===== config.mk =====
export PLATFORM = sky130hd
export DESIGN_NAME = ahb_master_interface
export DESIGN_NICKNAME = d
export VERILOG_FILES = /design/src/rtl/ahb_master_interface.sv
export SDC_FILE = /design/constraint.sdc
export NUM_CORES = 1
export LEC_CHECK = 0
export BUFFER_PORTS_ARGS = -buffer_cell sky130_fd_sc_hd__buf_4
export CAP_MARGIN = 40
export CORE_MARGIN = 8
export CORE_UTILIZATION = 40
export CTS_CLUSTER_DIAMETER = 100
export DETAILED_ROUTE_END_ITERATION = 6
export PLACE_DENSITY = 0.63
export SLEW_MARGIN = 15
export SYNTH_ARGS = -nofsm -noshare
export SYNTH_HDL_FRONTEND = slang
export SYNTH_SLANG_ARGS = --single-unit

===== constraint.sdc =====
create_clock -name Hclk -period 2.92 [get_ports Hclk]
set_input_delay 0.584 -clock Hclk [delete_from_list [all_inputs] [get_ports Hclk]]
set_output_delay 0.584 -clock Hclk [all_outputs]
set_load 0.01 [all_outputs]

===== src/rtl/ahb_master_interface.sv =====
// AHB-Lite initiator for the AHB-to-APB bridge window: turns local SINGLE/INCR4
// word commands into pipelined AHB address/data phases with wait and ERROR handling.
module ahb_master_interface #(
  parameter logic [31:0] ADDR_LO = 32'h8000_0000,
  parameter logic [31:0] ADDR_HI = 32'h8C00_0000
) (
  input  logic         Hclk,
  input  logic         Hreset,
  input  logic         cmd_valid,
  output logic         cmd_ready,
  input  logic         cmd_write,
  input  logic         cmd_burst,
  input  logic [31:0]  cmd_addr,
  input  logic [127:0] cmd_wdata,
  output logic [1:0]   Htrans,
  output logic [31:0]  Haddr,
  output logic         Hwrite,
  output logic [2:0]   Hsize,
  output logic [2:0]   Hburst,
  output logic [31:0]  Hwdata,
  input  logic         Hreadyout,
  input  logic [1:0]   Hresp,
  input  logic [31:0]  Hrdata,
  output logic         rd_valid,
  output logic [31:0]  rd_data,
  output logic         rd_last,
  output logic         done,
  output logic         err,
  output logic [2:0]   o_dbg_state
);

  typedef enum logic [2:0] {S_IDLE, S_ADDR, S_PIPE, S_DATA, S_RESP} state_t;

  localparam logic [1:0] TR_IDLE   = 2'b00;
  localparam logic [1:0] TR_NONSEQ = 2'b10;
  localparam logic [1:0] TR_SEQ    = 2'b11;

  state_t       r_state;
  logic         r_cmd_ready;
  logic [1:0]   r_htrans;
  logic [31:0]  r_haddr;
  logic         r_hwrite;
  logic [2:0]   r_hburst;
  logic [31:0]  r_hwdata;
  logic         r_rd_valid;
  logic [31:0]  r_rd_data;
  logic         r_rd_last;
  logic         r_done;
  logic         r_err;
  logic         r_burst;
  logic [127:0] r_wdata;
  logic [1:0]   r_beat;
  logic         r_err_seen;
  logic         r_rejected;

  logic [31:0]  w_addr;
  logic         w_reject;
  logic         w_accept;
  logic         w_resp_err;

  // Command handshake: a command transfers on a rising edge where cmd_valid and
  // cmd_ready are both high; cmd_ready is only ever high while the block is idle.
  assign w_addr     = cmd_addr & 32'hFFFF_FFFC;
  assign w_reject   = (w_addr < ADDR_LO) || (w_addr >= ADDR_HI) ||
                      (cmd_burst && (w_addr[9:0] > 10'h3F0));
  assign w_accept   = cmd_valid && r_cmd_ready;
  assign w_resp_err = (Hresp != 2'b00);

  always_ff @(posedge Hclk) begin
    if (Hreset) begin
      r_state     <= S_IDLE;
      r_cmd_ready <= 1'b0;
      r_htrans    <= TR_IDLE;
      r_haddr     <= '0;
      r_hwrite    <= 1'b0;
      r_hburst    <= 3'b000;
      r_hwdata    <= '0;
      r_rd_valid  <= 1'b0;
      r_rd_data   <= '0;
      r_rd_last   <= 1'b0;
      r_done      <= 1'b0;
      r_err       <= 1'b0;
      r_burst     <= 1'b0;
      r_wdata     <= '0;
      r_beat      <= 2'd0;
      r_err_seen  <= 1'b0;
      r_rejected  <= 1'b0;
    end else begin
      r_rd_valid <= 1'b0;
      r_rd_last  <= 1'b0;
      r_done     <= 1'b0;
      r_err      <= 1'b0;
      case (r_state)
        S_IDLE: begin
          r_htrans    <= TR_IDLE;
          r_cmd_ready <= 1'b1;
          r_err_seen  <= 1'b0;
          if (w_accept) begin
            r_cmd_ready <= 1'b0;
            r_burst     <= cmd_burst;
            r_wdata     <= cmd_wdata;
            if (w_reject) begin
              r_state    <= S_RESP;
              r_rejected <= 1'b1;
            end else begin
              r_state  <= S_ADDR;
              r_htrans <= TR_NONSEQ;
              r_haddr  <= w_addr;
              r_hwrite <= cmd_write;
              r_hburst <= cmd_burst ? 3'b011 : 3'b000;
            end
          end
        end
        S_ADDR: begin
          if (Hreadyout) begin
            r_hwdata <= r_wdata[31:0];
            if (r_burst) begin
              r_state  <= S_PIPE;
              r_beat   <= 2'd1;
              r_htrans <= TR_SEQ;
              r_haddr  <= r_haddr + 32'd4;
            end else begin
              r_state  <= S_DATA;
              r_htrans <= TR_IDLE;
            end
          end
        end
        S_PIPE: begin
          if (w_resp_err && !Hreadyout) begin
            // First ERROR cycle: withdraw the pending SEQ, finish in DATA.
            r_htrans   <= TR_IDLE;
            r_err_seen <= 1'b1;
            r_state    <= S_DATA;
          end else if (Hreadyout) begin
            if (w_resp_err) begin
              r_htrans <= TR_IDLE;
              r_state  <= S_RESP;
              r_done   <= 1'b1;
              r_err    <= 1'b1;
            end else begin
              if (!r_hwrite) begin
                r_rd_valid <= 1'b1;
                r_rd_data  <= Hrdata;
              end
              r_hwdata <= r_wdata[{r_beat, 5'd0} +: 32];
              if (r_beat == 2'd3) begin
                r_state  <= S_DATA;
                r_htrans <= TR_IDLE;
              end else begin
                r_beat  <= r_beat + 2'd1;
                r_haddr <= r_haddr + 32'd4;
              end
            end
          end
        end
        S_DATA: begin
          r_htrans <= TR_IDLE;
          if (Hreadyout) begin
            r_state <= S_RESP;
            r_done  <= 1'b1;
            if (w_resp_err || r_err_seen) begin
              r_err <= 1'b1;
            end else if (!r_hwrite) begin
              r_rd_valid <= 1'b1;
              r_rd_data  <= Hrdata;
              r_rd_last  <= 1'b1;
            end
          end
        end
        S_RESP: begin
          // A rejected command spends one extra RESP cycle before its done pulse.
          if (r_rejected) begin
            r_rejected <= 1'b0;
            r_done     <= 1'b1;
            r_err      <= 1'b1;
          end else begin
            r_state     <= S_IDLE;
            r_cmd_ready <= 1'b1;
          end
        end
        default: r_state <= S_IDLE;
      endcase
    end
  end

  assign cmd_ready   = r_cmd_ready;
  assign Htrans      = r_htrans;
  assign Haddr       = r_haddr;
  assign Hwrite      = r_hwrite;
  assign Hsize       = 3'b010;
  assign Hburst      = r_hburst;
  assign Hwdata      = r_hwdata;
  assign rd_valid    = r_rd_valid;
  assign rd_data     = r_rd_data;
  assign rd_last     = r_rd_last;
  assign done        = r_done;
  assign err         = r_err;
  assign o_dbg_state = r_state;

endmodule


# Word-level counts from Yosys, hierarchy flattened
# Index checks and enable logic that the tools add are counted.
# word_totals
inputBits,200
mem_count,0
mem_bits_ro,0
ff_bits,243
ramBits,0
word_cells,145
output_inout_bits,113
latch_bits,0
# op_classes
div_mod_pow,0
magnitude_cmp,3
addsub,2
n_bitwise,2
n_eq_ne,20
n_reduce_logical,27
n_mux,73
n_mul,0
shifts,1
# ops
op,count
two-way mux 32 bit,18
one-hot mux 32 bit (2 select lines),2
indexed part select 128 x 8 -> 32 bit,1
one-hot mux 32 bit (3 select lines),1
"adder 32 x 3 -> 32 bit, second input constant",1
"greater-or-equal comparator 32 bit, second input constant",1
"less-than comparator 32 bit, second input constant",1
two-way mux 2 bit,15
two-way mux 3 bit,9
"inequality test 2 bit, second input constant",13
two-way mux 1 bit,19
one-hot mux 3 bit (5 select lines),1
AND reduction 6 bit,2
"greater-than comparator 10 bit, second input constant",1
nonzero test 2 bit,5
AND reduction 9 bit,1
one-hot mux 1 bit (2 select lines),4
one-hot mux 2 bit (4 select lines),1
AND reduction 7 bit,1
"== test 3 x 2 -> 1 bit, second input constant",2
one-hot mux 1 bit (3 select lines),2
AND reduction 2 bit,3
AND reduction 3 bit,2
AND reduction 5 bit,1
16 further kinds,21

# Depth between registers and ports, before layout
# Gate-level depths: netlist of run 1.
# depth
word_depth,6
ltp_mapped,9
depth_no_buf,7

# Least setup slack after synthesis of run 1
# Ideal clock, no wire load.
# synth_path
path_type,in2reg
startpoint,input port Hresp[1]
endpoint,register r_haddr[3] (netlist: Haddr[3])
setup_ns,0.088
t_required_ns,2.832
slack_ns,0.816
stages,8
arrival_time_ns,2.016
n_path_buf,2
cell_sequence,or3_4 -> or2_1 -> a32oi_2 -> and3b_1 -> buf_2 -> buf_6 -> nor2_1 -> a311oi_2
# synth_via
elab_chain_len,4
word_cells_on_any_way,5
cone_classes,2 x eq/ne; 3 x reduce/logical
# synth_rtl
item,line_no,source
from (decl),22,"input logic [1:0] Hresp,"
nonzero test 2 bit (*),67,assign w_resp_err = (Hresp != 2'b00);
logical AND 1 bit,129,if (w_resp_err && !Hreadyout) begin
inequality test 2 bit (no source line),--,
AND reduction 9 bit (no source line) (*),--,
to (signal assigned),108,r_haddr <= w_addr;
to (signal assigned),121,r_haddr <= r_haddr + 32'd4;
to (signal assigned),151,r_haddr <= r_haddr + 32'd4;
to (decl),41,logic [31:0] r_haddr;
# Mark *: on every way between the ends. The rest lies on a longest branch, timed or not.
# A chain may end at the register's enable or synchronous reset.

# Worst setup path after layout of run 1
# layout_path
startpoint,register r_state[2] (netlist: o_dbg_state[2])
endpoint,register r_haddr[9] (netlist: Haddr[9])
# layout_via
elab_chain_len,3
word_cells_on_any_way,14
cone_classes,10 x eq/ne; 1 x mux; 3 x reduce/logical
# layout_rtl
item,line_no,source
from (decl),38,state_t r_state;
from (signal assigned),71,r_state <= S_IDLE;
from (signal assigned),103,r_state <= S_RESP;
from (signal assigned),106,r_state <= S_ADDR;
"== test 3 x 2 -> 1 bit, or another cell as far along",93,case (r_state)
inequality test 2 bit (no source line) / nonzero test 3 bit (equally long branches),--,
AND reduction 9 bit (no source line),--,
# Parallel ways exist; a longest one is shown, timed or not.

==> results.toml, run 1 <==
[hold_path]
holdPathStages = 3
min_path_type = "primary input to flip-flop"
hp-start = "Hrdata[8]"
whs_endpoint = "rd_data[8]"

[critical_path]
worstPathMaxFanout = 18
crit_path_top_delay_cell = "dfxtp_1"
critical_path_at_ps = 2680
reg2reg_from = "o_dbg_state[2]"
reg2reg_to = "Haddr[9]"
startpoint_type = "flip-flop"
reg2reg_slack_ps = 620
worst-endpoint-required_ps = 3310
critPathKind = "flip-flop to flip-flop"
timing.reg2reg.worst_path_depth = 7
cpPeakStageDelay_ps = 710
crit_chain = "a21o_1 -> nand2_1 -> a32oi_2 -> nand3b_2 -> buf_4 -> o21ai_0 -> a21oi_1"
timing.critical_path.to_type = "flip-flop"

[power_and_ir_drop]
pwr-share-comb = 0.099
pwr-share-seq = 0.438
max-vdd-ir-drop_uv = 420
power_density_nw_per_um2 = 574
cellLeakagePower_uw = 0.00543
clkPwrFrac = 0.463
internal-power_uw = 6100
power.switching_fraction = 0.232
switching_power_uw = 1840

[drt]
detail_route.drc_violations = 0
drt-initial-drc-count = 843
wl_per_cell_um = 17.9
route.detailed.vias_per_inst = 5.27
routed_wl_um = 34300
final_antenna_net_count = 0
drt_pre_antenna_iters = 5
dr_total_vias = 10100

[sta]
final-max-slew-violation-count = 0
period_minus_slack_ps = 2300
tightestPinTransition_ps = 830
clock-skew-final_ps = 11.9
max_frequency_mhz = 435
max-slew-margin-rel = 0.442
final.period_utilization = 0.787
final_hold_viol_count = 0
finalSetupViolations = 0
worst_slack_ps = 623
rsz0062_at_grt = "no"
fin_setup_tns_ps = 0

[cts]
cts_root_buf = "clkbuf_16"
postCtsResizedCells = 0
cts_max_level = 1
clock_insertion_delay_worst_skew_ps = 530
cts-buffers-inserted = 27
cts_sinks = 239
holdBufCountCts = 0
max-clock-path-buffers = 3
cts_tree = "yes"
clkTransAtPathRegs_ps = 60
postCtsSetupBuffers = 0

[grt]
number_of_antenna_violations_at_the_first_check_in_global_routing = 4
grt_max_degree = 130
grt.overflow.total = 0
grt_pass1_vias = 10000
track_usage = 0.210
grt_pass1_wl_um = 53900

[yosys]
netlist_instances = 1316
netlist_top_cells_area = "dfxtp_1, nand2_1, a21oi_1, mux2_2, clkbuf_1"
postSynth.asyncResetShare = 0
post-synth-top-count-cell = "nand2_1"
postSynthAreaPerCell_um2 = 7.84
ys_ff_latch = 239
synth_top_flop_cell = "dfxtp_1"
synth.cell_area_um2 = 10300
synthDominantAreaCellType = "dfxtp_1"
synth-seq-area-share = 0.464
post-synth-top-area-fraction = 0.464
synth.distinct_cells = 58
synth_top_cells_by_count = "nand2_1, dfxtp_1, a21oi_1"
ys.warnings.count = 0
synth_enable_flop_cells = 0

[finish]
syn2layout_area_growth_pct = 33.9
fin_util = 0.538
post_layout_nonfiller_instances = 1918
nets = 1762
stdcell_area_um2 = 13800
final_layout_size_suffix_gt1_frac = 0.267

[floorplan]
coreArea_um2 = 25700
die_x_um = 177
io-pin-count = 313
effective_utilization_at_floorplan = 0.402
placement_rows = 59
die_y_um = 177
design.die.area_um2 = 31200

[placement]
globalplace.congestion = 0.855
cell_area_reported_after_detailed_placement_um2 = 12800
io_buffers = 304
detailedPlacementHpwl_um = 23600
placed_cells = 1866
pre_cts_ws_ps = 256

[outcome]
outcome = "complete, no violations"

[job]
timing.max_cap.violations = 0
-- worst max-delay path: cells and delay by family (launching register included) --
| kind | cells | cell delay, ps |
|---|---|---|
| flops | 1 | 710 |
| compound gates | 4 | 650 |
| simple gates | 2 | 440 |
| buf+inv | 1 | 350 |
-- kinds of logic (layout without fill, tap and decap cells) --
group | Yosys count | count (layout) | share of synthesized area
XOR/XNOR | 1 | 1 | 0.000849
flip-flops | 239 | 239 | 0.464
AND/OR/NAND/NOR | 522 | 522 | 0.210
other | 2 | 9 | 0.000728
AO/OA/AOI/OAI | 385 | 385 | 0.231
multiplexers | 35 | 35 | 0.0378
adder cells (fa/ha/maj) | 2 | 2 | 0.00242
buffers and inverters | 130 | 390 | 0.0538
-- metal layers --
metal | global-route usage | vias to the layer above | wire (µm)
met5 | 0 | - | 13
met4 | 0.0788 | 2 | 1080
met3 | 0.0678 | 58 | 2960
met2 | 0.333 | 334 | 15700
met1 | 0.261 | 4675 | 14500
li1 | - | 5034 | -
-- registers in the layout, indices dropped and copies added, names as in the netlist, 2 cells and up --
register	flops
Hwdata	32
Haddr	30
r_wdata	128
o_dbg_state	3
rd_data	32
r_beat	2
Htrans	2
-- placed cells by master (no fill, tap or decap), types with 5 or more instances in the layout --
cell / n
o31a_1: 5
inv_1: 12
buf_4: 321
a22oi_1: 32
o21ai_0: 27
nor2_1: 65
a21oi_1: 209
a31oi_1: 10
clkbuf_1: 8
and3_1: 7
nand3_1: 15
a22o_1: 32
o32ai_1: 9
a211oi_1: 36
dfxtp_1: 237
nor3_1: 13
bufinv_16: 6
nand2_1: 376
nand4_1: 9
buf_12: 6
mux2_2: 32
clkbuf_16: 27
o31ai_1: 5
conb_1: 6
-- final cells by class --
class / instances / area (µm²)
fillers: 2459 / 11900
multi-input cells: 951 / 5040
flip-flops and latches: 239 / 4790
repair buffers: 329 / 2560
clock buffers: 39 / 761
well taps: 335 / 419
clock inverters: 10 / 204
inverters: 12 / 45.0
diodes: 3 / 7.51
-- power groups by stage --
stage	clock, µW	combinational (µW)	sequential (µW)
floorplan	0	433	3530
finish	3670	789	3470
CTS	3760	798	3470
detailed placement	0	795	3540
global placement	0	788	3540
global route	3890	869	3490
-- through the flow --
| stage | power, µW | hold slack, ps |
|---|---|---|
| after floorplan | 3960 | 433 |
| after global placement | 4330 | 439 |
| after detailed placement | 4340 | 444 |
| after CTS | 8030 | 278 |
| after global routing | 8250 | 287 |
| final | 7940 | 302 |
-- worst max-delay path by stage --
stage / startpoint / end / slack (ps) / cells after the start
global placement: Hresp[1] / Haddr[9] / 320 / 8
detailed placement: cmd_addr[29] / Haddr[9] / 260 / 8
floorplan: Hresp[1] / Haddr[3] / 820 / 8
global route: o_dbg_state[2] / Haddr[14] / 390 / 7
CTS: o_dbg_state[0] / Haddr[9] / 650 / 7
finish: o_dbg_state[2] / Haddr[9] / 620 / 7
No activity file was read; power rests on OpenSTA's default activity.
==> inputs of run 2 (changes only) <==
--- a/config.mk
+++ b/config.mk
@@ -11,7 +11,7 @@
 export CORE_UTILIZATION = 40
 export CTS_CLUSTER_DIAMETER = 100
 export DETAILED_ROUTE_END_ITERATION = 6
-export PLACE_DENSITY = 0.63
+export PLACE_DENSITY = 0.65
 export SLEW_MARGIN = 15
 export SYNTH_ARGS = -nofsm -noshare
 export SYNTH_HDL_FRONTEND = slang
==> constraint.sdc (replaced) <==
create_clock -name Hclk -period 1.99 [get_ports Hclk]
set_input_delay 0.398 -clock Hclk [delete_from_list [all_inputs] [get_ports Hclk]]
set_output_delay 0.398 -clock Hclk [all_outputs]
set_load 0.01 [all_outputs]
==> run 2 against run 1 <==
Compared with the run above:
- critical path depth unchanged
- sequential share of layout area decreased by 1.3 points
- largest cell class unchanged
- core utilization up 2.3 points
- worst setup slack lost 580 ps
- critical endpoint is now Haddr[2]
- final area up 4.3%
- largest power group is now sequential cells
- highest routed layer is now met4
==> results.toml, run 2 (synthesized netlist as in run 1, its figures left out) <==
[floorplan]
coreArea_um2 = 25700
effective_utilization_at_floorplan = 0.402
die_x_um = 177
design.die.area_um2 = 31200
die_y_um = 177
io-pin-count = 313
placement_rows = 59

[placement]
io_buffers = 304
detailedPlacementHpwl_um = 24700
globalplace.congestion = 0.902

[critical_path]
startpoint_type = "flip-flop"
worstPathMaxFanout = 6
critical_path_at_ps = 2380
reg2reg_slack_ps = 40
worst-endpoint-required_ps = 2430
critPathKind = "flip-flop to flip-flop"
timing.critical_path.to_type = "flip-flop"

[cts]
clkTransAtPathRegs_ps = 60
holdBufCountCts = 0
cts_tree = "yes"
cts-buffers-inserted = 27
cts_sinks = 239
cts_max_level = 1
clock_insertion_delay_worst_skew_ps = 520
max-clock-path-buffers = 3
cts_root_buf = "clkbuf_16"

[hold_path]
min_path_type = "primary input to flip-flop"

[drt]
routed_wl_um = 35000
route.detailed.vias_per_inst = 5.29
drt_pre_antenna_iters = 5
drt-initial-drc-count = 660
final_antenna_net_count = 0
detail_route.drc_violations = 0
dr_total_vias = 10400
wl_per_cell_um = 17.7

[finish]
nets = 1820
largest_register_ff_count = 128
mostFrequentLayoutCell = "nand2_1"
most_frequent_cells_in_the_layout = "nand2_1, buf_4, dfxtp_1"
registers.top_by_ff_count = "r_wdata"
final_layout_size_suffix_gt1_frac = 0.303
syn2layout_area_growth_pct = 39.6
layout_fillers = 2426

[sta]
clock-skew-final_ps = 9.74
rsz0062_at_grt = "yes"
final.period_utilization = 0.979
max_frequency_mhz = 514
period_minus_slack_ps = 1950
fin_hold_ws_ps = 120
finalSetupViolations = 0
final_hold_viol_count = 0
final-max-slew-violation-count = 0

[grt]
grt.overflow.total = 0
grt_max_degree = 72
number_of_antenna_violations_at_the_first_check_in_global_routing = 3
grt_pass1_vias = 10300
grt_pass1_wl_um = 54400
track_usage = 0.211

[power_and_ir_drop]
max-vdd-ir-drop_uv = 549
cellLeakagePower_uw = 0.00578
total_power_uw = 11300
power_density_nw_per_um2 = 786

[outcome]
outcome = "complete, no violations"

[job]
timing.max_cap.violations = 0
==> run 2: where the power goes <==
| part | internal [µW] | total, µW | leakage [µW] | switching [µW] |
|---|---|---|---|---|
| Clock | 3010 | 4960 | 0.000439 | 1960 |
| Combinational | 628 | 1280 | 0.00339 | 652 |
| Sequential | 4980 | 5090 | 0.00194 | 107 |
==> run 2: worst max-delay path: stages (launching register included) <==
cell and delay [ps]:
dfxtp_2 310, or3_4 340, or2_4 250, a32oi_2 180
buf_4 160, nand3b_4 120, or3_1 380, a31oi_1 140
==> run 2: through the flow <==
step | area (µm²) | worst slack, ps | instances | utilization | setup TNS, ps
3_5_place_dp | 13400 | -247 | 1920 | 0.522 | -6100
3_3_place_gp | 13400 | -197 | 1920 | 0.522 | -4470
5_1_grt | 14400 | -34.7 | 1976 | 0.561 | -34.7
2_1_floorplan | 10300 | 16.3 | 1320 | - | 0
6_report | 14400 | 42.6 | 1976 | 0.561 | 0
4_1_cts | 14300 | 4.90 | 1969 | 0.556 | 0
==> run 2: metal layers <==
metal / global-route usage / part of all wire / vias up
met5: 0 / 0 / -
met4: 0.0925 / 0.040 / 0
met3: 0.0595 / 0.078 / 73
met2: 0.348 / 0.47 / 347
met1: 0.252 / 0.41 / 4870
li1: - / - / 5155
==> run 2: worst paths after layout <==
kind / startpoint / end / depth (start not counted)
setup / recovery: o_dbg_state[0] / Haddr[2] / 7
hold / removal: cmd_wdata[110] / r_wdata[110] / 3
setup reg to reg: o_dbg_state[0] / Haddr[2] / 7
hold reg to reg: r_wdata[115] / r_wdata[115] / 2
==> run 2: final cells by class <==
| type | count | area (µm²) | share of cell area |
|---|---|---|---|
| Antenna cell | 3 | 7.51 | 0.000521 |
| Sequential cell | 239 | 4800 | 0.333 |
| Multi-Input combinational cell | 951 | 5090 | 0.353 |
| Inverter | 12 | 45.0 | 0.00313 |
| Clock buffer | 41 | 798 | 0.0554 |
| Tap cell | 335 | 419 | 0.0291 |
| Timing Repair Buffer | 387 | 3160 | 0.219 |
| Clock inverter | 8 | 92.6 | 0.00642 |
==> run 2: what timing repair did <==
item / CTS / global route
gates cloned: 0 / 1
pin swaps: 0 / 4
setup buffers: 0 / 3
gates resized for setup: 1 / 26
endpoints found under the setup margin: 1 / 102
==> inputs of run 3 (changes only) <==
--- a/config.mk
+++ b/config.mk
@@ -11,7 +11,8 @@
 export CORE_UTILIZATION = 40
 export CTS_CLUSTER_DIAMETER = 100
 export DETAILED_ROUTE_END_ITERATION = 6
-export PLACE_DENSITY = 0.65
+export PLACE_DENSITY = 0.63
+export SETUP_SLACK_MARGIN = 0.4
 export SLEW_MARGIN = 15
 export SYNTH_ARGS = -nofsm -noshare
 export SYNTH_HDL_FRONTEND = slang
==> constraint.sdc (replaced) <==
create_clock -name Hclk -period 2.12 [get_ports Hclk]
set_input_delay 0.424 -clock Hclk [delete_from_list [all_inputs] [get_ports Hclk]]
set_output_delay 0.424 -clock Hclk [all_outputs]
set_load 0.01 [all_outputs]
==> run 3 against run 2 <==
Compared with the run above:
- clock power shrank 9.7%
- hold slack gained 4.8 ps
- sequential cell count is the same
- core utilization grew 5.0 points
- combinational power grew 22%
- critical path type unchanged
- routed wire length grew 9.5%
- clock skew grew 15 ps
- sequential share of layout area shrank 2.6 points
==> results.toml, run 3 (synthesized netlist as in run 1, its figures left out) <==
[finish]
nets = 1855
layout_fillers = 2284
syn2layout_area_growth_pct = 52.1
registers.top_by_ff_count = "r_wdata"
final_layout_size_suffix_gt1_frac = 0.366
post_layout_nonfiller_instances = 2010
most_frequent_cells_in_the_layout = "buf_4, nand2_1, dfxtp_1"
mostFrequentLayoutCell = "buf_4"
largest_register_ff_count = 128

[cts]
cts_tree = "yes"
clock_insertion_delay_worst_skew_ps = 540
clkTransAtPathRegs_ps = 60
cts-buffers-inserted = 26
cts_max_level = 1
holdBufCountCts = 0
max-clock-path-buffers = 3
cts_sinks = 239
cts_root_buf = "clkbuf_16"

[critical_path]
reg2reg_slack_ps = 160
timing.critical_path.to_type = "flip-flop"
critical_path_at_ps = 2400
critPathKind = "flip-flop to flip-flop"
worstPathMaxFanout = 5
timing.reg2reg.worst_path_depth = 7
reg2reg_from = "o_dbg_state[0]"
reg2reg_to = "Haddr[2]"
startpoint_type = "flip-flop"
worst-endpoint-required_ps = 2560

[hold_path]
hp-start = "Hrdata[19]"
holdPathStages = 3
whs_endpoint = "rd_data[19]"
min_path_type = "primary input to flip-flop"

[sta]
final_hold_viol_count = 0
max_frequency_mhz = 510
final-max-slew-violation-count = 0
rsz0062_at_grt = "yes"
fin_setup_tns_ps = 0
finalSetupViolations = 0
final.period_utilization = 0.925
clock-skew-final_ps = 24.4
period_minus_slack_ps = 1960
fin_hold_ws_ps = 125

[power_and_ir_drop]
switching_power_uw = 2690
max-vdd-ir-drop_uv = 510
cellLeakagePower_uw = 0.00638
pwr-share-comb = 0.144
clkPwrFrac = 0.414
pwr-share-seq = 0.441
power_density_nw_per_um2 = 689
total_power_uw = 10800
power.switching_fraction = 0.248
internal-power_uw = 8140

[floorplan]
die_y_um = 177
io-pin-count = 313
placement_rows = 59
die_x_um = 177
effective_utilization_at_floorplan = 0.402
coreArea_um2 = 25700
design.die.area_um2 = 31200

[grt]
track_usage = 0.226
grt_pass1_vias = 10500
grt_max_degree = 97
number_of_antenna_violations_at_the_first_check_in_global_routing = 2
grt_pass1_wl_um = 57300
grt.overflow.total = 0

[placement]
io_buffers = 304
placed_cells = 1894
detailedPlacementHpwl_um = 23100
globalplace.congestion = 0.839

[drt]
routed_wl_um = 38400
drt_pre_antenna_iters = 5
final_antenna_net_count = 0
dr_total_vias = 10800
detail_route.drc_violations = 0
drt-initial-drc-count = 809
wl_per_cell_um = 19.1
route.detailed.vias_per_inst = 5.37

[job]
timing.max_cap.violations = 0

[outcome]
outcome = "complete, no violations"
## run 3: worst max-delay path: stages, from the launching register on
cell      delay, ps
dfxtp_2         310
or3_4           330
or2_1           240
a32oi_2         190
buf_4           160
nand3b_4        100
or3_1           360
a31oi_1         170
## run 3: worst max-delay path by stage
stage,start,to,cells past startpoint
5_1_grt,o_dbg_state[1],Haddr[2],8
3_3_place_gp,Hresp[0],Haddr[4],8
6_report,o_dbg_state[0],Haddr[2],7
3_5_place_dp,Hresp[0],Haddr[4],8
4_1_cts,o_dbg_state[0],Haddr[21],9
2_1_floorplan,Hresp[0],Haddr[2],6
## run 3: area by class of cell
class                      instances  area [µm²]  area share
clock inverter                     5        61.3     0.00391
clock buffer                      43         785      0.0500
multi-input combinational        952        5530       0.352
tap                              335         419      0.0267
timing repair buffer             422        4030       0.257
inverter                          12        45.0     0.00287
antenna                            2        5.00    0.000319
sequential                       239        4820       0.307
## run 3: per-layer routing
layer,vias to the layer above,part of all wire,global-route usage
li1,5244,-,-
met1,5104,0.43,0.292
met2,387,0.48,0.372
met3,63,0.067,0.0450
met4,0,0.028,0.0764
met5,-,0,0
## run 3: through the flow
stage / instance area (µm²) / worst slack (ps) / utilization
6_report: 15700 / 160 / 0.611
5_1_grt: 15700 / 73.8 / 0.611
4_1_cts: 15100 / 203 / 0.589
3_5_place_dp: 13200 / -131 / 0.514
3_3_place_gp: 13200 / -96.1 / 0.514
2_1_floorplan: 10500 / 154 / -
## run 3: repair_timing
item / CTS / global route
setup endpoints to repair: 225 / 230
setup buffers: 30 / 11
pin swaps: 16 / 36
gates resized for setup: 51 / 112
gates cloned: 22 / 3
## run 3: power groups by stage
stage	sequential, µW	combinational, µW	clock [µW]
after floorplan	4860	629	0
after global placement	4870	1130	0
after detailed placement	4870	1140	0
after CTS	4770	1480	4570
after global routing	4800	1670	4740
final	4780	1560	4480
